--- config.mk ---
export PLATFORM = sky130hd
export DESIGN_NAME = fp_accum_seq_flat
export DESIGN_NICKNAME = d
export VERILOG_FILES = /design/src/rtl/fp_accum_seq_if.sv /design/src/rtl/fp_accum_seq.sv /design/src/flat_wrapper.sv
export SDC_FILE = /design/constraint.sdc
export NUM_CORES = 1
export LEC_CHECK = 0
export CAP_MARGIN = 20
export CELL_PAD_IN_SITES_DETAIL_PLACEMENT = 0
export CELL_PAD_IN_SITES_GLOBAL_PLACEMENT = 1
export CORE_MARGIN = 2
export CORE_UTILIZATION = 25
export DETAILED_ROUTE_END_ITERATION = 10
export GPL_TIMING_DRIVEN = 0
export PLACE_DENSITY_LB_ADDON = 0.1
export SYNTH_ARGS = -nofsm -noshare
export SYNTH_HDL_FRONTEND = slang
export SYNTH_SLANG_ARGS = --single-unit
--- constraint.sdc ---
create_clock -name clk -period 2.8 [get_ports clk]
set_input_delay 0.7 -clock clk [delete_from_list [all_inputs] [get_ports clk]]
set_output_delay 0.7 -clock clk [all_outputs]
set_load 0.005 [all_outputs]
--- src/rtl/fp_accum_seq_if.sv ---
// Stream and adder-side signal bundle for fp_accum_seq.
// slave: the accumulator block itself. master: its environment
// (element producer, result consumer and the FP adder).
interface fp_accum_seq_if #(
  parameter int CNT_W = 8
);
  // Input element stream
  logic             in_valid;
  logic             in_ready;
  logic [31:0]      in_data;
  logic             in_last;
  // Output result stream
  logic             out_valid;
  logic             out_ready;
  logic [31:0]      out_data;
  logic [CNT_W-1:0] out_count;
  logic             out_err;
  // Adder transaction port
  logic             add_start;
  logic [31:0]      add_a;
  logic [31:0]      add_b;
  logic [31:0]      add_sum;
  logic             add_done;

  modport slave (
    input  in_valid, in_data, in_last, out_ready, add_sum, add_done,
    output in_ready, out_valid, out_data, out_count, out_err,
           add_start, add_a, add_b
  );

  modport master (
    output in_valid, in_data, in_last, out_ready, add_sum, add_done,
    input  in_ready, out_valid, out_data, out_count, out_err,
           add_start, add_a, add_b
  );
endinterface

--- src/rtl/fp_accum_seq.sv ---
// Packet accumulator sequencing a multi-cycle FP32 adder. The first element
// of a packet seeds the accumulator; each later element is added through one
// start/done adder transaction. A per-transaction timeout aborts the packet
// and flags the result.
module fp_accum_seq #(
  parameter int CNT_W   = 8,
  parameter int TIMEOUT = 512
) (
  input logic          clk,
  input logic          reset,
  fp_accum_seq_if.slave bus
);
  localparam int TIMER_W = $clog2(TIMEOUT);
  localparam logic [TIMER_W-1:0] TIMER_LAST = TIMER_W'(TIMEOUT - 1);

  typedef enum logic [2:0] {
    IDLE,
    ACCEPT,
    ISSUE,
    WAIT,
    OUT
  } state_t;

  state_t             state, state_d;
  logic [31:0]        acc, acc_d;
  logic [31:0]        b_reg, b_reg_d;
  logic               last_reg, last_reg_d;
  logic [CNT_W-1:0]   cnt, cnt_d;
  logic               err, err_d;
  logic [TIMER_W-1:0] timer, timer_d;

  logic               in_xfer;
  logic [CNT_W-1:0]   cnt_inc;

  assign in_xfer = bus.in_valid && (state == ACCEPT);
  // Element count saturates at all-ones while acc keeps accumulating.
  assign cnt_inc = (cnt == '1) ? cnt : cnt + 1'b1;

  // Register-decoded outputs: no combinational path from any input.
  assign bus.in_ready  = (state == ACCEPT);
  assign bus.out_valid = (state == OUT);
  assign bus.add_start = (state == ISSUE);
  assign bus.add_a     = acc;
  assign bus.add_b     = b_reg;
  assign bus.out_data  = acc;
  assign bus.out_count = cnt;
  assign bus.out_err   = err;

  // State and datapath registers; async reset discards any partial packet.
  always_ff @(posedge clk or posedge reset) begin
    if (reset) begin
      state    <= IDLE;
      acc      <= '0;
      b_reg    <= '0;
      last_reg <= 1'b0;
      cnt      <= '0;
      err      <= 1'b0;
      timer    <= '0;
    end else begin
      // NOTE: non-blocking so every register samples pre-edge values together.
      state    <= state_d;
      acc      <= acc_d;
      b_reg    <= b_reg_d;
      last_reg <= last_reg_d;
      cnt      <= cnt_d;
      err      <= err_d;
      timer    <= timer_d;
    end
  end

  // Next-state and next-datapath decode.
  always_comb begin
    // NOTE: hold-value defaults first, so no path leaves a signal unassigned (no latches).
    state_d    = state;
    acc_d      = acc;
    b_reg_d    = b_reg;
    last_reg_d = last_reg;
    cnt_d      = cnt;
    err_d      = err;
    timer_d    = timer;

    unique case (state)
      IDLE: state_d = ACCEPT;

      ACCEPT: begin
        if (in_xfer) begin
          b_reg_d    = bus.in_data;
          last_reg_d = bus.in_last;
          if (cnt == '0) begin
            // First element seeds the sum without an adder transaction.
            acc_d   = bus.in_data;
            cnt_d   = CNT_W'(1);
            state_d = bus.in_last ? OUT : ACCEPT;
          end else begin
            state_d = ISSUE;
          end
        end
      end

      ISSUE: begin
        timer_d = '0;
        state_d = WAIT;
      end

      WAIT: begin
        // done is cleared by the adder when it samples start, so it is fresh here.
        if (bus.add_done) begin
          acc_d   = bus.add_sum;
          cnt_d   = cnt_inc;
          state_d = last_reg ? OUT : ACCEPT;
        end else if (timer == TIMER_LAST) begin
          // Abort: report what was summed so far; rest of the packet is left unread.
          err_d   = 1'b1;
          state_d = OUT;
        end else begin
          timer_d = timer + 1'b1;
        end
      end

      OUT: begin
        if (bus.out_ready) begin
          acc_d   = '0;
          cnt_d   = '0;
          err_d   = 1'b0;
          state_d = ACCEPT;
        end
      end

      default: state_d = IDLE;
    endcase
  end
endmodule
--- src/flat_wrapper.sv ---
// flat-port wrapper written by rule: the top's interface ports become plain ports
module fp_accum_seq_flat 
#(
  parameter int CNT_W   = 8,
  parameter int TIMEOUT = 512
)
  (clk, reset, bus_in_valid, bus_in_data, bus_in_last, bus_out_ready, bus_add_sum, bus_add_done, bus_in_ready, bus_out_valid, bus_out_data, bus_out_count, bus_out_err, bus_add_start, bus_add_a, bus_add_b);
  fp_accum_seq_if #(.CNT_W(CNT_W)) bus_i ();
  input logic clk;
  input logic reset;
  input wire logic [$bits(bus_i.in_valid)-1:0] bus_in_valid;
  input wire logic [$bits(bus_i.in_data)-1:0] bus_in_data;
  input wire logic [$bits(bus_i.in_last)-1:0] bus_in_last;
  input wire logic [$bits(bus_i.out_ready)-1:0] bus_out_ready;
  input wire logic [$bits(bus_i.add_sum)-1:0] bus_add_sum;
  input wire logic [$bits(bus_i.add_done)-1:0] bus_add_done;
  output wire logic [$bits(bus_i.in_ready)-1:0] bus_in_ready;
  output wire logic [$bits(bus_i.out_valid)-1:0] bus_out_valid;
  output wire logic [$bits(bus_i.out_data)-1:0] bus_out_data;
  output wire logic [$bits(bus_i.out_count)-1:0] bus_out_count;
  output wire logic [$bits(bus_i.out_err)-1:0] bus_out_err;
  output wire logic [$bits(bus_i.add_start)-1:0] bus_add_start;
  output wire logic [$bits(bus_i.add_a)-1:0] bus_add_a;
  output wire logic [$bits(bus_i.add_b)-1:0] bus_add_b;
  assign bus_i.in_valid = bus_in_valid;
  assign bus_i.in_data = bus_in_data;
  assign bus_i.in_last = bus_in_last;
  assign bus_i.out_ready = bus_out_ready;
  assign bus_i.add_sum = bus_add_sum;
  assign bus_i.add_done = bus_add_done;
  assign bus_in_ready = bus_i.in_ready;
  assign bus_out_valid = bus_i.out_valid;
  assign bus_out_data = bus_i.out_data;
  assign bus_out_count = bus_i.out_count;
  assign bus_out_err = bus_i.out_err;
  assign bus_add_start = bus_i.add_start;
  assign bus_add_a = bus_i.add_a;
  assign bus_add_b = bus_i.add_b;
  fp_accum_seq #(.CNT_W(CNT_W), .TIMEOUT(TIMEOUT)) u_core (.clk(clk), .reset(reset), .bus(bus_i));
endmodule
== Word-level counts from Yosys, hierarchy flattened ==
Cells that the tools add are included.

* Register bits: 86
* Output and inout port bits: 108
* Logic and storage cells: 62

* Add/sub/neg operators: 2
* Equality and inequality tests: 15
* Multiplexer cells: 26
* Reduce and logical (&&, ||, !) cells: 12

{| class="wikitable"
|+ Operators by type and width
! kind !! count
|-
| $mux W32 || 4
|-
| $pmux W32 S3 || 1
|-
| $mux W8 || 5
|-
| $pmux W8 S3 || 1
|-
| $mux W3 || 7
|-
| $mux W9 || 2
|-
| $pmux W9 S2 || 1
|-
| $pmux W3 S5 || 1
|-
| $ne A2 B2 Y1 const B || 5
|-
| $add A9 B1 Y9 const B || 1
|-
| $eq A9 B9 Y1 const B || 1
|-
| $add A8 B1 Y8 const B || 1
|-
| $eq A8 B8 Y1 const B || 1
|-
| $logic_not A8 Y1 || 1
|-
| $eq A3 B2 Y1 const B || 2
|-
| $ne A2 B1 Y1 const B || 3
|-
| $reduce_and A3 Y1 || 2
|-
| $reduce_and A6 Y1 || 1
|-
| $reduce_and A5 Y1 || 1
|-
| $reduce_and A4 Y1 || 1
|-
| $reduce_bool A2 Y1 || 2
|-
| $eq A3 B1 Y1 const B || 1
|-
| $eq A3 B3 Y1 const B || 1
|-
| $logic_not A3 Y1 || 1
|-
| other kinds (6) || 8
|}

== Depth between registers and ports, before layout ==
* Depth in word-level cells: 4
* Depth in mapped cells: 10
* Depth with buffers taken out: 10

== Least setup slack after synthesis ==
OpenSTA, ideal clock, no wires.

* Path type: register to register
* From: reg u_core.timer[0]
* To: reg u_core.timer[5]
* Library setup time: 0.078 ns
* Arrival: 1.943 ns
* Data required time: 2.722 ns
* Setup slack: 0.779 ns
* Stages on the path, launching flop included: 10
* Cell sequence: dfrtp_1 -> ha_1 -> nand2_1 -> nor2_1 -> and3_1 -> ha_1 -> o21ai_0 -> nand3_1 -> or3_1 -> a21oi_1

* Word-level cells in the longest chain between the ends: 4

{| class="wikitable"
|+ Ends and longest elaborated chain
! what !! line !! text
|-
| from (decl) || fp_accum_seq.sv:30 || <nowiki>logic [TIMER_W-1:0] timer, timer_d;</nowiki>
|-
| from (signal assigned) || fp_accum_seq.sv:67 || <nowiki>timer <= timer_d;</nowiki>
|-
| $add A9 B1 Y9 || fp_accum_seq.sv:116 || <nowiki>timer_d = timer + 1'b1;</nowiki>
|-
| $mux W9 || fp_accum_seq.sv:111 || <nowiki>end else if (timer == TIMER_LAST) begin</nowiki>
|-
| $mux W9 || fp_accum_seq.sv:107 || <nowiki>if (bus.add_done) begin</nowiki>
|-
| $pmux W9 S2 || fp_accum_seq.sv:82 || <nowiki>unique case (state)</nowiki>
|}

Several ways; a longest one is shown, not always the timed one. The select of a mux whose other input is x is not followed.
A chain may end at the register's enable or synchronous reset.

== Final worst setup path ==
* From: reg u_core.state[2]
* To: out bus_add_start

* Word-level cells in the longest chain between the ends: 1

{| class="wikitable"
|+ Ends and longest elaborated chain
! what !! line !! text
|-
| from (decl) || fp_accum_seq.sv:24 || <nowiki>state_t state, state_d;</nowiki>
|-
| from (signal assigned) || fp_accum_seq.sv:61 || <nowiki>state <= state_d;</nowiki>
|-
| $eq A3 B2 Y1 || fp_accum_seq.sv:42 || <nowiki>assign bus.add_start = (state == ISSUE);</nowiki>
|-
| to (decl) || flat_wrapper.sv:22 || <nowiki>output wire logic [$bits(bus_i.add_start)-1:0] bus_add_start;</nowiki>
|}

Every way passes these cells.

==> results.yml <==
sta:
  finalClockSkew_ps: 7.52
  fmax_ghz: 0.377
  finalCriticalPeriod_ps: 2650
  setup_viol: 0
  worst_slew_pin_slew_ps: 754
  slew_viol_final: 0
  fin_setup_tns_ps: 0
  fin_ws_ps: 150
  post-route-period-util_pct: 94.6
  finalHoldViolCount: 0
  rsz0062_at_grt: "no"
  slew_headroom_pct: 49.7
clock_tree:
  hold_buffers: 0
  cts_buffer_depth: 2
  cts_buffers: 9
  ctsHtreeMaxLevel: 3
  clk_pin_slew_worst_paths_ps: 60
  cts_tree: "built"
  clock-sinks: 86
  root_buffer: "clkbuf_16"
  clk_latency_ps: 340
die:
  die_w_um: 132
  num_rows: 46
  fp.dieH_um: 132
  fp.dieArea_sq_mm: 0.0174
  initial_utilization_pct: 25.6
  core_sq_mm: 0.0159
  ios: 178
setup_path:
  critPathLaunch: "u_core.state[2]$_DFFE_PP0P_"
  r2r_slack_ps: 460
  critPathArrivalTime_ps: 1950
  crit_family: "buffers and inverters"
  path_cells: "and2b_1, nor2b_1, buf_2, clkdlybuf4s50_1"
  cp_max_fo: 9
  cp-end-kind: "primary output"
  rr_endpoint: "u_core.bus.add_b[22]$_DFFE_PP0P_"
  r2r_cells: 6
  r2r_start: "u_core.state[2]$_DFFE_PP0P_"
  crit_slowest_cell: "clkdlybuf4s50_1"
  slowest_delay_ps: 530
  worstSetupPathDepth: 4
  crit_path_start_kind: "register"
  critical_path_class: "register to primary output"
  required_ps: 2100
  worst-path-buf-inv: 2
  crit_end: "bus_add_start"
detailed_routing:
  highest_layer: "met4"
  vias: 3582
  ant_nets: 0
  drc: 0
  wl_met2_um: 6390
  dr.first_iter.drc_count: 152
  wl_um: 13200
  route.layer.met1.wl_um: 5870
  via_per_inst: 4.49
  route.met3.wl_um: 763
  firstDrtPassIters: 4
  detail_route.wl_per_cell_um: 16.5
logic_synthesis:
  synth-compound-area-share_pct: 15.4
  synth.area.mux_share_pct: 9.38
  ys_warn_count: 0
  synth-seq-cells: 86
  synth_top_family_by_area: "compound AO/OA/AOI/OAI gates"
  synthAdderAreaFrac_pct: 1.23
  yosys.area_share.simple_pct: 11.1
  synth_cell_types: 43
  syn_nets: 461
  synth_area_sq_mm: 0.00408
  synth_xor_area_share_pct: 1.07
  syn-instance-count: 387
  ys_seq_area_share_pct: 52.7
  syn_area_per_cell_sq_um: 10.5
layout:
  final_nets: 651
  num_antenna_cells: 0
  area_delta_synth_final_pct: 58.7
  final_layout_size_suffix_gt1_share_pct: 17.2
  final_common_cell: "clkdlybuf4s50_1"
  layout_common_cells: "clkdlybuf4s50_1, dfrtp_1, nor2_1"
  n_fill_cell: 1564
  final_area_sq_mm: 0.00647
pwr:
  power.total_w: 0.00754
  ir_worst_vdd_mv: 0.493
  p_leak_nw: 2.73
  power.density_mw_per_mm2: 1160
status:
  status: "completed"
place:
  hpwl_um: 9970
  dp_slack_ps: 29.5
  placed_cell_area_sq_mm: 0.00617
  gp_congestion: 0.749
  portBuffers: 177
global_routing:
  grt_pass1_wl_um: 21300
  grt_max_degree: 39
  gr-total-overflow: 0
  grt_use_total_pct: 15.7
  antenna_found_initial: 0
  grt_pass1_vias: 3812
worst_hold_path:
  min_path_type: "register to register"
run:
  maxCapViolations: 0
-- metrics by stage --
| step | hold WS, ps | utilization [%] | std cells |
|---|---|---|---|
| floorplan | 477 | - | 387 |
| global placement | 490 | 38.4 | 780 |
| detailed placement | 495 | 38.7 | 782 |
| CTS | 510 | 40.6 | 798 |
| global route | 524 | 40.6 | 798 |
| finish | 507 | 40.6 | 798 |
-- timing repair --
| action | in CTS | in global routing |
|---|---|---|
| gates resized for setup | 1 | 1 |
| setup buffers | 0 | 0 |
| endpoints found under the setup margin | 1 | 1 |
-- worst min-delay path by stage --
| stage | depth (start not counted) | slack, ps | to | from |
|---|---|---|---|---|
| 2_1_floorplan | 1 | 480 | u_core.timer[0]$_DFFE_PP0P_ | u_core.timer[0]$_DFFE_PP0P_ |
| 3_3_place_gp | 1 | 490 | u_core.bus.add_b[19]$_DFFE_PP0P_ | u_core.bus.add_b[19]$_DFFE_PP0P_ |
| 3_5_place_dp | 1 | 490 | u_core.bus.add_b[18]$_DFFE_PP0P_ | u_core.bus.add_b[18]$_DFFE_PP0P_ |
| 4_1_cts | 1 | 510 | u_core.bus.add_b[18]$_DFFE_PP0P_ | u_core.bus.add_b[18]$_DFFE_PP0P_ |
| 5_1_grt | 1 | 520 | u_core.bus.add_b[20]$_DFFE_PP0P_ | u_core.bus.add_b[20]$_DFFE_PP0P_ |
| 6_report | 1 | 510 | u_core.bus.add_b[24]$_DFFE_PP0P_ | u_core.bus.add_b[24]$_DFFE_PP0P_ |
-- synth_stat cells (all sizes together) --
| cell type | count | area share [%] |
|---|---|---|
| dfrtp | 86 | 53 |
| nor2 | 48 | 4.5 |
| buf | 42 | 7.1 |
| a21oi | 37 | 4.6 |
| mux2 | 34 | 9.4 |
| a22oi | 33 | 6.1 |
| o21ai | 14 | 1.7 |
| nand2 | 13 | 1.2 |
| clkbuf | 12 | 1.1 |
| inv | 8 | 0.74 |
| and3 | 5 | 0.77 |
| nand3 | 5 | 0.61 |
| and2 | 4 | 0.61 |
| ha | 4 | 1.2 |
| a31oi | 3 | 0.46 |
| nor3 | 3 | 0.37 |
| o22ai | 3 | 0.46 |
| xor2 | 3 | 0.64 |
| a22o | 2 | 0.43 |
| and4 | 2 | 0.43 |
| nand2b | 2 | 0.31 |
| nand3b | 2 | 0.37 |
| nand4 | 2 | 0.31 |
| nor2b | 2 | 0.31 |
| o21a | 2 | 0.37 |
| or3 | 2 | 0.31 |
| xnor2 | 2 | 0.43 |
| a211o | 1 | 0.21 |
| a2bb2oi | 1 | 0.21 |
| a32oi | 1 | 0.21 |
| a41o | 1 | 0.25 |
| and2b | 1 | 0.18 |
| and3b | 1 | 0.21 |
| clkinv | 1 | 0.12 |
| nor4 | 1 | 0.15 |
| o31ai | 1 | 0.18 |
| o41ai | 1 | 0.21 |
| or3b | 1 | 0.28 |
| or4 | 1 | 0.18 |
-- cell type report --
| class | count | area (sq um) | area share, % |
|---|---|---|---|
| sequential | 86 | 2150 | 33.2 |
| timing repair buffer | 179 | 1810 | 28.0 |
| multi-input combinational | 238 | 1560 | 24.1 |
| buffer | 54 | 337 | 5.20 |
| tap | 216 | 270 | 4.17 |
| clock buffer | 10 | 239 | 3.69 |
| clock inverter | 6 | 68.8 | 1.06 |
| inverter | 9 | 38.8 | 0.599 |
-- power by group --
part	internal [W]	switching, W	leakage, nW	total, W
combinational	0.00235	0.00173	1.57	0.00408
sequential	0.00181	0.000414	1.02	0.00222
clock	0.000719	0.000516	0.137	0.00123
-- cells by family after synthesis --
family / Yosys count
adders and majority gates: 4
buffers and inverters: 63
xor gates and xnor gates: 5
and+or+nand+nor: 95
muxes: 34
DFF: 86
AOI/OAI and AO/OA: 100
-- worst register-to-register path, cell delays in order, from the launching register on --
cell and delay (ps):
dfrtp_1 470, nand2b_1 200, nor2_1 270, and2_1 170
clkbuf_1 320, buf_2 390, mux2_2 390
-- routing by layer --
layer,track usage (%),vias to the layer above
met2,26.7,118
met3,3.84,9
met1,19.5,1734
met5,0,-
met4,5.07,0
li1,-,1721
Note: power is estimated with default switching activity, not from simulation.
